[src/rtl/sample_scheduler.sv]
// Periodic ADC sample scheduler: tick divider, IDLE/BUSY conversion FSM with
// timeout, and a first-word-fall-through result FIFO with sticky status flags.
module sample_scheduler #(
    parameter int unsigned DIV     = 2500,
    parameter int unsigned TIMEOUT = 2048,
    parameter int unsigned AW      = 4
) (
    input  logic          clk,
    input  logic          rst,
    input  logic          enable,
    output logic          start_sample,
    input  logic          sample_done,
    input  logic [9:0]    sample,
    output logic [9:0]    out_data,
    output logic          out_valid,
    input  logic          out_ready,
    output logic [AW:0]   fifo_count,
    input  logic          clr_flags,
    output logic          overrun,
    output logic          missed_tick,
    output logic          timeout_err
);

    localparam int unsigned DW    = 10;
    localparam int unsigned TW    = 16;
    localparam int unsigned CW    = AW + 1;
    localparam int unsigned WW    = (TIMEOUT > 1) ? $clog2(TIMEOUT) : 1;
    localparam int unsigned DEPTH = 1 << AW;

    localparam logic [0:0] IDLE = 1'b0;
    localparam logic [0:0] BUSY = 1'b1;

    logic [TW-1:0] tick_cnt;
    logic          tick_c;

    logic [0:0]    state;
    logic [0:0]    state_nxt;
    logic [WW-1:0] wait_cnt;
    logic [WW-1:0] wait_nxt;
    logic          start_nxt;
    logic          push_c;
    logic          set_timeout_c;
    logic          set_missed_c;

    logic [DW-1:0] mem [DEPTH];
    logic [AW-1:0] wr_ptr;
    logic [AW-1:0] rd_ptr;
    logic [AW-1:0] rd_nxt;
    logic [CW-1:0] count_nxt;
    logic [DW-1:0] head_nxt;
    logic          full_c;
    logic          pop_c;
    logic          wr_en_c;
    logic          set_overrun_c;

    assign tick_c = enable && (tick_cnt == TW'(DIV - 1));

    // Free-running sample-rate divider, parked at zero while disabled
    always_ff @(posedge clk) begin
        if (rst) begin
            tick_cnt <= '0;
        end else if (!enable || tick_c) begin
            tick_cnt <= '0;
        end else begin
            tick_cnt <= tick_cnt + TW'(1);
        end
    end

    // Conversion FSM next-state and event decode
    always_comb begin
        state_nxt     = state;
        wait_nxt      = wait_cnt;
        start_nxt     = 1'b0;
        push_c        = 1'b0;
        set_timeout_c = 1'b0;
        set_missed_c  = 1'b0;
        case (state)
            IDLE: begin
                wait_nxt = '0;
                if (tick_c) begin
                    state_nxt = BUSY;
                    start_nxt = 1'b1;
                end
            end
            BUSY: begin
                // A tick here cannot start a conversion; it is only recorded
                set_missed_c = tick_c;
                if (sample_done) begin
                    push_c    = 1'b1;
                    state_nxt = IDLE;
                    wait_nxt  = '0;
                end else if (wait_cnt == WW'(TIMEOUT - 1)) begin
                    set_timeout_c = 1'b1;
                    state_nxt     = IDLE;
                    wait_nxt      = '0;
                end else begin
                    wait_nxt = wait_cnt + WW'(1);
                end
            end
            default: begin
                state_nxt = IDLE;
                wait_nxt  = '0;
            end
        endcase
    end

    // FSM state, wait counter and registered start pulse
    always_ff @(posedge clk) begin
        if (rst) begin
            state        <= IDLE;
            wait_cnt     <= '0;
            start_sample <= 1'b0;
        end else begin
            state        <= state_nxt;
            wait_cnt     <= wait_nxt;
            start_sample <= start_nxt;
        end
    end

    assign full_c        = (fifo_count == CW'(DEPTH));
    assign pop_c         = out_valid && out_ready;
    assign wr_en_c       = push_c && (!full_c || pop_c);
    assign set_overrun_c = push_c && full_c && !pop_c;
    assign count_nxt     = fifo_count + CW'(wr_en_c) - CW'(pop_c);
    assign rd_nxt        = rd_ptr + AW'(pop_c);

    // Next head word; bypasses the array when the head slot is written this cycle
    always_comb begin
        head_nxt = '0;
        if (count_nxt != '0) begin
            if (wr_en_c && (wr_ptr == rd_nxt)) begin
                head_nxt = sample;
            end else begin
                head_nxt = mem[rd_nxt];
            end
        end
    end

    // Storage array, no reset needed since reads are qualified by occupancy
    always_ff @(posedge clk) begin
        if (!rst && wr_en_c) begin
            mem[wr_ptr] <= sample;
        end
    end

    // FIFO pointers, occupancy and registered head/valid
    always_ff @(posedge clk) begin
        if (rst) begin
            wr_ptr     <= '0;
            rd_ptr     <= '0;
            fifo_count <= '0;
            out_valid  <= 1'b0;
            out_data   <= '0;
        end else begin
            if (wr_en_c) begin
                wr_ptr <= wr_ptr + AW'(1);
            end
            rd_ptr     <= rd_nxt;
            fifo_count <= count_nxt;
            out_valid  <= (count_nxt != '0);
            out_data   <= head_nxt;
        end
    end

    // Sticky flags; a same-cycle set takes priority over clear
    always_ff @(posedge clk) begin
        if (rst) begin
            overrun     <= 1'b0;
            missed_tick <= 1'b0;
            timeout_err <= 1'b0;
        end else begin
            overrun     <= set_overrun_c || (overrun && !clr_flags);
            missed_tick <= set_missed_c  || (missed_tick && !clr_flags);
            timeout_err <= set_timeout_c || (timeout_err && !clr_flags);
        end
    end

endmodule

[config.mk]
export PLATFORM = sky130hd
export DESIGN_NAME = sample_scheduler
export DESIGN_NICKNAME = d
export VERILOG_FILES = /design/src/rtl/sample_scheduler.sv
export SDC_FILE = /design/constraint.sdc
export NUM_CORES = 1
export LEC_CHECK = 0
export BUFFER_PORTS_ARGS = -buffer_cell sky130_fd_sc_hd__buf_2
export CAP_MARGIN = 20
export CORE_ASPECT_RATIO = 1.75
export CORE_MARGIN = 2
export CORE_UTILIZATION = 42
export CTS_CLUSTER_DIAMETER = 200
export CTS_CLUSTER_SIZE = 25
export DETAILED_ROUTE_END_ITERATION = 12
export PLACE_DENSITY_LB_ADDON = 0.12
export SYNTH_ARGS = -nofsm -noshare
export SYNTH_HDL_FRONTEND = slang
export SYNTH_SLANG_ARGS = --single-unit
[constraint.sdc]
create_clock -name clk -period 4.77 [get_ports clk]
set_input_delay 0.954 -clock clk [delete_from_list [all_inputs] [get_ports clk]]
set_output_delay 0.954 -clock clk [all_outputs]
set_load 0.02 [all_outputs]
==> Word-level counts from Yosys, hierarchy flattened <==
Memories as Yosys holds them, arrays and structs flattened. A register that Yosys moved wholly into a read port is not among the register bits.
Index checks and enable logic that the tools add are counted.
{ "classes": {"n_lt_le_gt_ge": 0, "muxes": 15, "multipliers": 0, "n_addsub": 6, "n_reduce_logical": 23, "n_eq_ne": 3, "shifts": 0, "n_div": 0, "bitwise_logic": 2} }
{ "op_table": {"columns": ["cell", "n"], "rows": [
  ["$mux 11", 2],
  ["$pmux 11 s2", 1],
  ["$add 16x1->16 const B", 1],
  ["$eq 16x12->1 const B", 1],
  ["$add 11x1->11 const B", 1],
  ["$eq 11x11->1 const B", 1],
  ["$mux 1", 11],
  ["$logic_and 1x1->1", 9],
  ["$reduce_or 2->1", 3],
  ["$add 5x1->5", 1],
  ["$eq 5x5->1 const B", 1],
  ["$logic_not 1->1", 5],
  ["$logic_or 1x1->1", 5],
  ["$reduce_bool 5->1", 1],
  ["$sub 5x1->5", 1],
  ["$add 4x1->4", 1],
  ["$add 4x1->4 const B", 1],
  ["$not 1->1", 2],
  ["$pmux 1 s2", 1]
]} }
{ "totals": {"inputBits": 16, "word_cells": 61, "latchBits": 0, "reg_bits": 46, "out_inout_bits": 20, "ramBits": 160, "n_memories": 1, "rom_bits": 0} }
{ "memory_table": {"columns": ["name", "depth", "width", "read_ports", "rd_ports_with_merged_regs", "wr", "line_no", "source"], "rows": [
  ["mem", 16, 10, 1, 1, 1, "45", "logic [DW-1:0] mem [DEPTH];"]
]} }

==> Longest topological paths before layout <==
{ "logic_depth": {"word_depth": 9, "depth_mapped": 16, "depth_no_buf": 13} }

==> Worst setup path before layout <==
Ideal clock, no wire load.
{ "synth_timing": {"path_type": "input to register", "start": "in out_ready", "end": "reg out_data[0], read port of mem", "setup_ps": 126, "required_ps": 4644, "path_stages": 14, "slack_ps": 1243, "n_path_buf": 3, "arrival_time_ps": 3402, "cell_sequence": "nand2_1 -> a21o_1 -> buf_6 -> clkbuf_1 -> ha_1 -> inv_1 -> ha_1 -> fa_1 -> xor2_1 -> or3_1 -> inv_1 -> a31o_2 -> buf_2 -> o22ai_2"} }
{ "synth_via": {"elab_chain_len": 8, "word_cells_on_any_way": 9, "cone_classes": "add/sub (3); bitwise (1); reduce/logical (5)"} }
{ "synth_lines": {"columns": ["element", "line_no", "source"], "rows": [
  ["start: declaration", "16", "input logic out_ready,"],
  ["$logic_and 1x1->1 (*)", "121", "assign pop_c = out_valid && out_ready;"],
  ["$logic_or 1x1->1", "122", "assign wr_en_c = push_c && (!full_c || pop_c);"],
  ["$logic_and 1x1->1", "122", null],
  ["$add 5x1->5", "124", "assign count_nxt = fifo_count + CW'(wr_en_c) - CW'(pop_c);"],
  ["$sub 5x1->5", "124", null],
  ["$reduce_bool 5->1", "130", "if (count_nxt != '0) begin"],
  ["$not 1->1 (no source line)", null, null],
  ["$reduce_or 2->1 (no source line)", null, null],
  ["end: declaration", "14", "output logic [9:0] out_data,"]
]} }
Every way passes the cells marked *; elsewhere a longest branch is shown, timed or not.
A chain may end at the register's enable or synchronous reset.

==> Final worst setup path <==
{ "layout_timing": {"start": "reg fifo_count[2]", "end": "reg out_data[2], read port of mem"} }
{ "layout_via": {"elab_chain_len": 9} }
{ "layout_lines": {"columns": ["element", "line_no", "source"], "rows": [
  ["start: declaration", "17", "output logic [AW:0] fifo_count,"],
  ["start signal: assignment", "159", "fifo_count <= count_nxt;"],
  ["$eq 5x5->1", "120", "assign full_c = (fifo_count == CW'(DEPTH));"],
  ["$logic_not 1->1", "122", null],
  ["$logic_or 1x1->1", "122", null],
  ["$logic_and 1x1->1", "122", null],
  ["$add 5x1->5 (*)", "124", null],
  ["$sub 5x1->5 (*)", "124", null],
  ["$reduce_bool 5->1 (*)", "130", null],
  ["$not 1->1 (no source line) (*)", null, null],
  ["$reduce_or 2->1 (no source line) (*)", null, null]
]} }
Marked as above.

==> impl_metrics.py <==
metrics = {
    "run_status": {
        "outcome": "complete, but fails checks",
        "failed_checks": "design-rule violations",
    },
    "cells_and_area": {
        "num-nets-final": 620,
        "finish.utilization_pct": 47.57,
        "antenna-diode-count": 0,
        "fill_cells": 1779,
        "layout-drive-gt1-share_pct": 24.54,
        "layout_commonest_cell": "sky130_fd_sc_hd__edfxtp_1",
        "final_design_area_no_fill_um2": 9693,
        "stdcell_count": 843,
        "flow.area_growth_from_synthesis_pct": 10.62,
        "layout_common_cells": "sky130_fd_sc_hd__edfxtp_1, sky130_fd_sc_hd__dfxtp_1, sky130_fd_sc_hd__nor2_1",
    },
    "worst_hold_path": {
        "worst_hold_path.num_cells": 1,
        "hold-path-endpoint": "wait_cnt[0]",
        "min-delay-path-class": "reg -> reg",
        "start_point_of_the_worst_hold_path": "wait_cnt[0]",
    },
    "global_route": {
        "grt_first_pass_wirelength_mm": 28.12,
        "gr_overflow_total": 0,
        "grt_max_degree": 27,
        "grt_antenna_before_repair": 0,
        "grt_pass1_vias": 4917,
        "grt_util_all_layers_pct": 16.75,
    },
    "routing": {
        "detailedRoute.firstIterationViolations": 232,
        "overall_via_count_from_detail_route": 4586,
        "vias_per_cell": 5.440,
        "antenna_left": 0,
        "post-route-drc-count": 2,
        "first_pass_iteration_count_of_the_detailed_router": 8,
        "routedWlPerCell_um": 21.41,
        "detail_route.wirelength_mm": 18.05,
    },
    "placement": {
        "dp_cells": 823,
        "place_worst_setup_slack_ps": 800.1,
        "hpwlAfterDp_mm": 12.51,
        "placement.io_buffers": 35,
        "place.gp.congestion": 0.7728,
        "dpl-instance-area_um2": 9334,
    },
    "sta": {
        "rsz0062_at_grt": "no",
        "final.hold.worst_slack_ps": 471.3,
        "fin_skew_ps": 17.19,
        "finalWorstPathRequiredPeriod_ps": 3629,
        "setup_violations": 0,
        "finalHoldViolations": 0,
        "maxSlewViolCount": 0,
        "setup_ws_ps": 1141,
        "period_share_pct": 76.08,
        "measured_slew_at_the_worst_slew_check_pin_ps": 961.4,
        "final.setup.tns_ps": 0,
        "achievable_clock_frequency_mhz": 275.6,
        "maxSlewHeadroom_pct": 35.43,
    },
    "power_and_ir_drop": {
        "share_clk_of_total_power_pct": 27.0,
        "net-switching-power_mw": 1.034,
        "cellPowerDensity_nw_per_um2": 412.7,
        "combPwrFrac_pct": 20.6,
        "total_power_mw": 4.001,
        "power.switching_fraction_pct": 25.83,
        "p_leak_nw": 3.279,
        "vdd_ir_drop_max_v": 0.0003041,
        "power_frac_seq_pct": 52.4,
        "internal-power_mw": 2.967,
    },
    "critical_path": {
        "cp_num_buf_inv": 2,
        "path_max_fanout": 17,
        "reg2reg_to": "out_data[2]",
        "timing.rr.start": "fifo_count[2]",
        "critical_path_required_ps": 5110,
        "critical-path-top-delay-family": "compound AO/OA/AOI/OAI gates",
        "critical_path_class": "reg -> reg",
        "timing.critical_path.slowest_stage_cell": "sky130_fd_sc_hd__a21o_1",
        "max_stage_delay_ps": 450,
        "critical_path.endpoint_type": "register",
        "number_of_cells_on_the_worst_reg_to_reg_path": 13,
        "ff2ff_setup_slack_ps": 1140,
        "critPathArrivalTime_ps": 3970,
        "critical_path.most_common_cell": "sky130_fd_sc_hd__ha_1",
        "cp_cell_sequence": "inv_1 > ha_1 > and4bb_1 > a21o_1 > ha_1 > inv_1 > ha_1 > fa_1 > a21oi_1 > o21bai_1 > xnor2_1 > a31o_2 > o22ai_2",
        "crit_path_start_kind": "register",
    },
    "floorplan": {
        "top_level_ports": 36,
        "die_y_um": 195.1,
        "floorplan.core_area_um2": 20370,
        "die-area_um2": 22080,
        "die_w_um": 113.2,
        "start_util_pct": 43.01,
        "row_count": 69,
    },
    "cts": {
        "tritoncts_clock_tree": "built",
        "tritoncts.num_buffers": 12,
        "cts_hold_repair.buffers": 0,
        "worst_skew_pair.late_latency_ps": 460,
        "post-cts-setup-buffers": 0,
        "worst_setup_hold_path_clk_slew_ps": 100,
        "cts_repair_resize_count": 0,
        "clock-sinks": 216,
        "cts.htree.levels": 1,
        "cts_max_path_buffers": 3,
        "cts.root.buffer_cell": "sky130_fd_sc_hd__clkbuf_16",
    },
    "synth": {
        "synth_seq_area_share_pct": 67.63,
        "synthArstFlopShare_pct": 0,
        "synth.yosys.warnings": 0,
        "post_synth_top_flop": "sky130_fd_sc_hd__edfxtp_1",
        "netlist_instances": 542,
        "post_synth_instance_area_um2": 8762,
        "synth.avg_cell_area_um2": 16.17,
        "edff_count_synth": 160,
        "distinct_cell_type_count_of_the_synthesized_netlist": 41,
        "synth.ff_latch_count": 216,
        "synth_nets": 573,
    },
    "job": {
        "maxcap_violations": 0,
    },
}
==> worst max path at each step <==
stage,cells past startpoint,startpoint,to
global route,13,fifo_count[3],out_data[6]
finish,13,fifo_count[2],out_data[2]
CTS,13,fifo_count[2],out_data[2]
floorplan,14,out_ready,out_data[0]
detailed placement,12,out_ready,out_data[2]
global placement,12,out_ready,out_data[0]
==> cells in the mapped netlist (3+ instances only) <==
cell type                    n  area share (%)
sky130_fd_sc_hd__buf_6       3            0.39
sky130_fd_sc_hd__edfxtp_1  160              55
sky130_fd_sc_hd__ha_1       14             2.0
sky130_fd_sc_hd__mux2i_1    20             2.3
sky130_fd_sc_hd__o21ai_0     3            0.17
sky130_fd_sc_hd__buf_4       6            0.51
sky130_fd_sc_hd__xor2_1     19             1.9
sky130_fd_sc_hd__nor4_1      5            0.36
sky130_fd_sc_hd__buf_2       9            0.51
sky130_fd_sc_hd__o22ai_2    10             1.4
sky130_fd_sc_hd__nand4_1    10            0.71
sky130_fd_sc_hd__inv_1      17            0.73
sky130_fd_sc_hd__mux2_2     10             1.3
sky130_fd_sc_hd__mux4_2     40              10
sky130_fd_sc_hd__or3_1       3            0.21
sky130_fd_sc_hd__xnor2_1    15             1.5
sky130_fd_sc_hd__nand3_1    12            0.69
sky130_fd_sc_hd__nand2_1    36             1.5
sky130_fd_sc_hd__a21oi_1     7            0.40
sky130_fd_sc_hd__clkbuf_1    5            0.21
sky130_fd_sc_hd__nor2b_1     4            0.29
sky130_fd_sc_hd__dfxtp_1    56              13
sky130_fd_sc_hd__nor2_1     46             2.0
sky130_fd_sc_hd__nor3_1     10            0.57
==> sequential cells by signal, summed over array words and instances, names as in the netlist <==
signal        count
timeout_err       1
mem             160
out_data         10
overrun           1
tick_cnt         16
wait_cnt         11
state             1
start_sample      1
fifo_count        5
missed_tick       1
out_valid         1
rd_ptr            4
wr_ptr            4
==> final cells by class <==
type | instances | area [µm²] | share of cell area [%]
Clock inverter | 1 | 11.26 | 0.1162
Timing Repair Buffer | 58 | 351.6 | 3.627
Sequential cell | 216 | 5926 | 61.13
Tap cell | 248 | 310.3 | 3.201
Inverter | 18 | 67.56 | 0.6970
Clock buffer | 19 | 347.8 | 3.588
Multi-Input combinational cell | 283 | 2679 | 27.64
==> cells by family after synthesis <==
kind of cell | after synthesis | share of synthesized area [%]
AOI/OAI and AO/OA | 27 | 2.884
adders and majority gates | 15 | 2.228
and+or+nand+nor | 137 | 7.326
DFF | 216 | 67.63
muxes | 70 | 13.85
buffers and inverters | 43 | 2.684
xor gates and xnor gates | 34 | 3.399
==> per-layer routing <==
layer / track usage [%] / share of wire (%)
met1: 19.89 / 40
met2: 32.02 / 57
met3: 1.645 / 2.3
met4: 4.155 / 1.6
met5: 0 / 0
==> power groups by stage <==
stage               clock, mW  combinational, mW  sequential, mW
finish                   1.08              0.825            2.09
global route             1.18              0.902            2.10
CTS                      1.12              0.847            2.10
detailed placement          0              0.844            2.14
global placement            0              0.828            2.14
floorplan                   0              0.585            2.18
Power figures use the tool's default switching activity.
